### config.mk
export PLATFORM = sky130hd
export DESIGN_NAME = control_unit
export DESIGN_NICKNAME = d
export VERILOG_FILES = /design/src/rtl/control_unit.sv
export SDC_FILE = /design/constraint.sdc
export NUM_CORES = 1
export LEC_CHECK = 0
export CAP_MARGIN = 20
export CORE_MARGIN = 2
export CORE_UTILIZATION = 39
export DETAILED_ROUTE_END_ITERATION = 10
export HOLD_SLACK_MARGIN = 0.03
export PLACE_DENSITY = 0.76
export SLEW_MARGIN = 20
export SYNTH_ARGS = -nofsm -noshare
export SYNTH_HDL_FRONTEND = slang
export SYNTH_SLANG_ARGS = --single-unit
### constraint.sdc
create_clock -name clock_in -period 2 [get_ports clock_in]
set_clock_uncertainty 0.05 [all_clocks]
set_input_delay 0.4 -clock clock_in [delete_from_list [all_inputs] [get_ports clock_in]]
set_output_delay 0.4 -clock clock_in [all_outputs]
set_load 0.02 [all_outputs]
### src/rtl/control_unit.sv
// control_unit: multicycle FETCH/DECODE/[MEM]/EXEC sequencer driving the accumulator datapath.
// Latency: 3 cycles per instruction, 4 for LD/ADD/SUB; the first FETCH comes 2 cycles after reset_in falls.
// Backpressure: none. The sequencer free-runs against fixed 1-cycle synchronous memories.
//
// Ports:
//   clock_in, reset_in          : clock, synchronous active-high reset
//   instruction_in              : program memory read data {opcode[3:0], operand}
//   flag_Z_in, flag_N_in        : datapath status flags, sampled in EXEC by branches
//   pc_out                      : program memory address
//   operand_out                 : IR operand (datapath operand and data-memory address)
//   sel_A_out/sel_B_out/op_alu_out : datapath mux and ALU controls
//   acc_wr_out, status_wr_out, acc_reset_out, status_reset_out : datapath strobes
//   data_memory_wr_out          : data memory write strobe
//   halted_out                  : high in HALT
//   retired_count_out           : retired-instruction count, built only when
//                                 CONTROL_UNIT_RETIRED_COUNT_EN is defined (else 0)
module control_unit #(
  parameter int DATA_WIDTH = 11,
  parameter int PC_WIDTH   = 8
) (
  input  logic                    clock_in,
  input  logic                    reset_in,
  input  logic [DATA_WIDTH+3:0]   instruction_in,
  input  logic                    flag_Z_in,
  input  logic                    flag_N_in,
  output logic [PC_WIDTH-1:0]     pc_out,
  output logic [DATA_WIDTH-1:0]   operand_out,
  output logic [1:0]              sel_A_out,
  output logic                    sel_B_out,
  output logic                    op_alu_out,
  output logic                    acc_wr_out,
  output logic                    status_wr_out,
  output logic                    acc_reset_out,
  output logic                    status_reset_out,
  output logic                    data_memory_wr_out,
  output logic                    halted_out,
  output logic [15:0]             retired_count_out
);

  typedef enum logic [2:0] {
    S_RST,
    S_FETCH,
    S_DECODE,
    S_MEM,
    S_EXEC,
    S_HALT
  } state_t;

  localparam logic [3:0] OP_HLT  = 4'h0;
  localparam logic [3:0] OP_STO  = 4'h1;
  localparam logic [3:0] OP_LD   = 4'h2;
  localparam logic [3:0] OP_LDI  = 4'h3;
  localparam logic [3:0] OP_ADD  = 4'h4;
  localparam logic [3:0] OP_ADDI = 4'h5;
  localparam logic [3:0] OP_SUB  = 4'h6;
  localparam logic [3:0] OP_SUBI = 4'h7;
  localparam logic [3:0] OP_BEQ  = 4'h8;
  localparam logic [3:0] OP_BNE  = 4'h9;
  localparam logic [3:0] OP_BGT  = 4'hA;
  localparam logic [3:0] OP_BGE  = 4'hB;
  localparam logic [3:0] OP_BLT  = 4'hC;
  localparam logic [3:0] OP_BLE  = 4'hD;
  localparam logic [3:0] OP_JMP  = 4'hE;

  state_t                  state_q, state_d;
  logic [PC_WIDTH-1:0]     pc_q, pc_d;
  logic [DATA_WIDTH+3:0]   ir_q, ir_d;

  logic [3:0] ir_op;
  logic [3:0] in_op;
  logic [3:0] op_dec;
  logic       dec_active;
  logic       branch_taken;
  logic       exec_en;

  assign ir_op       = ir_q[DATA_WIDTH+3:DATA_WIDTH];
  assign in_op       = instruction_in[DATA_WIDTH+3:DATA_WIDTH];
  assign pc_out      = pc_q;
  assign operand_out = ir_q[DATA_WIDTH-1:0];
  assign halted_out  = (state_q == S_HALT);

  // EXEC strobes are dropped in a cycle where reset is asserted, so a
  // store caught by reset never reaches data memory.
  assign exec_en = (state_q == S_EXEC) && !reset_in;

  // Mux/ALU selects: IR is not loaded until the end of DECODE, so DECODE
  // decodes the memory data directly; MEM and EXEC decode from IR.
  always_comb begin
    op_dec     = ir_op;
    dec_active = 1'b0;
    sel_A_out  = 2'b00;
    sel_B_out  = 1'b0;
    op_alu_out = 1'b0;
    if (state_q == S_DECODE) begin
      op_dec     = in_op;
      dec_active = 1'b1;
    end else if (state_q == S_MEM || state_q == S_EXEC) begin
      dec_active = 1'b1;
    end
    if (dec_active) begin
      case (op_dec)
        OP_LD:   sel_A_out = 2'b10;
        OP_LDI:  sel_A_out = 2'b01;
        OP_ADDI: sel_B_out = 1'b1;
        OP_SUB:  op_alu_out = 1'b1;
        OP_SUBI: begin
          sel_B_out  = 1'b1;
          op_alu_out = 1'b1;
        end
        default: ;
      endcase
    end
  end

  always_comb begin
    case (ir_op)
      OP_BEQ:  branch_taken = flag_Z_in;
      OP_BNE:  branch_taken = !flag_Z_in;
      OP_BGT:  branch_taken = !flag_Z_in && !flag_N_in;
      OP_BGE:  branch_taken = !flag_N_in;
      OP_BLT:  branch_taken = flag_N_in;
      OP_BLE:  branch_taken = flag_Z_in || flag_N_in;
      OP_JMP:  branch_taken = 1'b1;
      default: branch_taken = 1'b0;
    endcase
  end

  // Next-state, PC/IR and strobes.
  always_comb begin
    state_d            = state_q;
    pc_d               = pc_q;
    ir_d               = ir_q;
    acc_wr_out         = 1'b0;
    status_wr_out      = 1'b0;
    acc_reset_out      = 1'b0;
    status_reset_out   = 1'b0;
    data_memory_wr_out = 1'b0;
    case (state_q)
      S_RST: begin
        acc_reset_out    = 1'b1;
        status_reset_out = 1'b1;
        pc_d             = '0;
        ir_d             = '0;
        state_d          = S_FETCH;
      end
      S_FETCH: state_d = S_DECODE;
      S_DECODE: begin
        ir_d = instruction_in;
        if (in_op == OP_LD || in_op == OP_ADD || in_op == OP_SUB) begin
          state_d = S_MEM;
        end else begin
          state_d = S_EXEC;
        end
      end
      S_MEM: state_d = S_EXEC;
      S_EXEC: begin
        case (ir_op)
          OP_STO: data_memory_wr_out = exec_en;
          OP_LD, OP_LDI: acc_wr_out = exec_en;
          OP_ADD, OP_ADDI, OP_SUB, OP_SUBI: begin
            acc_wr_out    = exec_en;
            status_wr_out = exec_en;
          end
          default: ;
        endcase
        if (ir_op == OP_HLT) begin
          // HLT leaves PC pointing at itself.
          state_d = S_HALT;
        end else begin
          state_d = S_FETCH;
          pc_d    = branch_taken ? ir_q[PC_WIDTH-1:0] : pc_q + PC_WIDTH'(1);
        end
      end
      S_HALT:  state_d = S_HALT;
      default: state_d = S_RST;
    endcase
  end

  always_ff @(posedge clock_in) begin
    if (reset_in) begin
      state_q <= S_RST;
      pc_q    <= '0;
      ir_q    <= '0;
    end else begin
      state_q <= state_d;
      pc_q    <= pc_d;
      ir_q    <= ir_d;
    end
  end

`ifdef CONTROL_UNIT_RETIRED_COUNT_EN
  logic [15:0] cnt_q, cnt_d;

  // Every EXEC retires one instruction, HLT included; wraps at 16 bits.
  always_comb begin
    cnt_d = cnt_q;
    if (state_q == S_EXEC) begin
      cnt_d = cnt_q + 16'd1;
    end
  end

  always_ff @(posedge clock_in) begin
    if (reset_in) begin
      cnt_q <= '0;
    end else begin
      cnt_q <= cnt_d;
    end
  end

  assign retired_count_out = cnt_q;
`else
  assign retired_count_out = 16'd0;
`endif

endmodule

---- Word-level counts from Yosys, hierarchy flattened ----
Cells that the tools add are included.
word-level totals
  register bits ........................... 26
  output and inout port bits .............. 45
  logic and storage cells ................. 74
cells by class
  add/subtract/negate cells ............... 1
  equal/unequal tests ..................... 28
  mux-type cells .......................... 24
  reductions and logical operators ........ 18
operators by type and width
  operator                                                         count
  4-bit by 3-bit == test with 1-bit output, second input constant  9
  15-bit one-hot mux with 2 select lines                           1
  4-bit == test, second input constant                             7
  4-bit by 2-bit == test with 1-bit output, second input constant  5
  3-bit one-hot mux with 6 select lines                            1
  8-bit two-way mux                                                2
  8-bit one-hot mux with 2 select lines                            1
  1-bit two-way mux                                                13
  8-bit by 1-bit adder with 8-bit output, second input constant    1
  1-bit one-hot mux with 7 select lines                            1
  3-bit by 2-bit == test with 1-bit output, second input constant  2
  3-bit == test, second input constant                             2
  3-bit two-way mux                                                2
  6-bit OR reduction                                               1
  4-bit by 1-bit == test with 1-bit output, second input constant  1
  4-bit logical NOT                                                1
  1-bit logical OR                                                 4
  4-bit two-way mux                                                1
  2-bit one-hot mux with 2 select lines                            1
  2-bit nonzero test                                               2
  2-bit OR reduction                                               2
  4-bit OR reduction                                               1
  3-bit by 1-bit == test with 1-bit output, second input constant  1
  1-bit logical NOT                                                3
  5 further kinds                                                  6

---- Longest topological paths before layout ----
  depth in word-level cells ............... 6
  gate-level depth with buffers ........... 7
  gate-level depth less buffers ........... 6

---- Least setup slack after synthesis ----
No wires, ideal clock.
  path kind ............................... register -> output
  from .................................... register state_q[0]
  to ...................................... output status_reset_out
  arrival ................................. 1.664 ns
  setup slack ............................. -0.114 ns
  stages on the path, launching flop included .. 7
  path buffers ............................ 4
  cells stage by stage .................... dfxtp_1 > clkbuf_1 > or2_2 > clkbuf_1 > clkbuf_1 > nor2_1 > buf_4
on the way
  longest elaborated chain between the ends .. 2
RTL lines
  element                 RTL line  RTL
  from (decl)             65        state_t state_q, state_d;
  from (signal assigned)  185       state_q <= state_d;
  3-bit logical NOT       -
  1-bit two-way mux       -
  to (decl)               34        output logic status_reset_out,
Every way passes these cells.

---- Worst setup path after layout ----
  from .................................... register state_q[0]
  to ...................................... output data_memory_wr_out
on the way
  longest elaborated chain between the ends .. 4
RTL lines
  element                RTL line  RTL
  3-bit == test (*)      84, 138
  1-bit logical AND      84        assign exec_en = (state_q == S_EXEC) && !reset_in;
  1-bit two-way mux      157       case (ir_op)
  1-bit two-way mux (*)  138       case (state_q)
  to (decl)              35        output logic data_memory_wr_out,
Every way passes the cells marked *; elsewhere a longest branch is shown, timed or not.

==> results.toml <==
[floorplan]
num_io_pins = 64
core_um2 = 3943
num_rows = 23
die_y_um = 67.76
initial_core_util_pct = 40.21
die_w_um = 67.76
die-area_um2 = 4591

[timing]
min_period_over_period_pct = 104.1
period_needed_ns = 2.082
whs_ns = 0.4706
setup_tns_ns = -0.3285
setup_viol = 7
layout_setup_ws_ns = -0.08171
fmax_ghz = 0.4804
finalHoldViolCount = 0
drv_slew = 0
rsz0062_at_grt = "true"

[routing]
via_per_inst = 5.030
drtIter0Drc = 92
wl_per_cell_um = 12.91
drc = 0
drt_wl_total_um = 3874
route.vias.total = 1509
ant_nets = 0
first_pass_iters = 4

[placement]
place_hpwl_um = 2789
io_buffers = 47
place.gp.congestion = 0.8599
dp_cells = 295

[global_routing]
grt_overflow = 0
met3_usage_pct = 3.000
grt_use_total_pct = 17.48
grt_pass1_wl_um = 6175
antenna_found_initial = 0
first_global_vias = 1348
grt_max_degree = 20
grt.busiest_layer = "met2"
grtUsageMet1_pct = 23.54
use_met2_pct = 28.68

[clock_network]
htreeDepth = 1
cts_num_sinks = 26
clk_latency_ns = 0.26
cts_buffers = 3
holdBufCountCts = 0
cts.clk_slew.worst_paths_ns = 0.09
tritoncts = "built"
clockBufferDepth = 2
root_buffer = "clkbuf_8"

[setup_path]
arrival_ns = 1.63
worstSetupPathType = "flop to output pin"
required_ns = 1.55
cp-end-kind = "output pin"
ff2ff_setup_slack_ns = -0.06
critPathLaunchType = "flop"
path_max_fanout = 6

[synth]
syn_inst = 194
syn-cell-area_um2 = 1585
ys_async_sr_fraction_pct = 0
ys_ff_latch = 26
ys.flop_type = "dfxtp_1"
yosys.cell_types.count = 44
syn_area_per_cell_um2 = 8.171
seq_area_frac_synth_pct = 32.83
yosysWarnings = 0
synth-edff-count = 0

[finish]
area_growth_pct = 43.17
drive_gt1_share_pct = 28.80
final_cell_mix = "clkdlybuf4s50_1, buf_4, nor2_1"
final_core_util_pct = 57.57
diodes = 0
fillers = 387
layout_commonest_cell = "clkdlybuf4s50_1"
fin_cells = 300
fin_nets = 272

[power_and_ir_drop]
vdd.ir_drop.worst_v = 0.0002685
power_frac_comb_pct = 28.5
power.share.clock_pct = 24.7
power_leakage_nw = 0.8737
intPower_mw = 0.8319
seqPwrFrac_pct = 46.8
power.density_nw_per_um2 = 527.5
switchingPower_mw = 0.3654
swShare_pct = 30.52

[status]
failed_checks = "setup timing"
outcome = "finished, violations left"

[flow_run]
drv_cap = 0

[min_path]
min-delay-path-class = "flop to flop"
[worst paths after layout]
| kind | cells after the start | from | end |
|---|---|---|---|
| setup / recovery | 4 | state_q[0]$_SDFF_PP0_ | data_memory_wr_out |
| hold / removal | 2 | ir_q[8]$_SDFFE_PP0P_ | ir_q[8]$_SDFFE_PP0P_ |
| setup reg to reg | 6 | state_q[0]$_SDFF_PP0_ | pc_out[5]$_SDFFE_PP0P_ |
| hold reg to reg | 2 | ir_q[8]$_SDFFE_PP0P_ | ir_q[8]$_SDFFE_PP0P_ |
[power groups by stage]
stage / Sequential (mW) / Clock [mW] / Combinational [mW]
after CTS: 0.560 / 0.305 / 0.340
after global placement: 0.568 / 0 / 0.330
after floorplan: 0.557 / 0 / 0.227
final: 0.561 / 0.295 / 0.341
after detailed placement: 0.570 / 0 / 0.334
after global routing: 0.564 / 0.327 / 0.374
[cell type report]
class / instances / area (um^2) / share of cell area, %
repair buffers: 80 / 723.2 / 31.86
clock buffers: 3 / 41.29 / 1.819
well taps: 50 / 62.56 / 2.756
inverters: 2 / 7.507 / 0.3308
multi-input cells: 139 / 903.4 / 39.80
flip-flops and latches: 26 / 531.8 / 23.43
[logic make-up after synthesis]
group / Yosys count / synth area share, %
simple gates: 76 / 24.70
mux: 4 / 2.526
buf+inv: 44 / 18.39
flops: 26 / 32.83
xor+xnor: 3 / 1.658
other cells: 1 / 0.2366
fa+ha+maj: 1 / 0.7891
compound gates: 39 / 18.86
[synthesized netlist by cell type (all sizes together), types with 4 or more instances]
cell type / n / area share [%]
buf: 35 / 16
nor2: 28 / 6.6
dfxtp: 26 / 33
a22oi: 15 / 7.1
nand3: 12 / 3.8
a21oi: 7 / 2.2
clkbuf: 7 / 1.7
nand2: 6 / 1.4
a221o: 4 / 2.7
mux2i: 4 / 2.5
nand3b: 4 / 1.9
nor3: 4 / 1.3
[sequential cells by signal, summed over array words and instances, names as in the netlist]
name / count
ir_q: 15
pc_out: 8
state_q: 3
[routing by layer]
metal / wire [um] / up-vias
li1: - / 756
met1: 1749 / 699
met2: 1869 / 52
met3: 233 / 2
met4: 22 / 0
met5: 0 / -
[repair_timing]
item | 4_1_cts | 5_1_grt
pin swaps | 7 | 11
resized for setup | 58 | 21
buffers inserted | 1 | 1
hold endpoints to repair | 0 | 0
endpoints found under the setup margin | 18 | 15
[critical path: stages (launching register included)]
cell and delay (ns):
dfxtp_4 0.37, or4b_4 0.59, nor2_4 0.11, and3_1 0.18
buf_6 0.12
[per-stage QoR]
step / total power [mW] / setup WS, ns / cell area (um^2)
finish: 1.197 / -0.08171 / 2270
global route: 1.266 / -0.1212 / 2270
CTS: 1.205 / -0.06690 / 2203
detailed placement: 0.9041 / -0.6634 / 2131
global placement: 0.8988 / -0.6634 / 2131
floorplan: 0.7838 / 0.002643 / 1649
(Power assumes the default switching activity.)
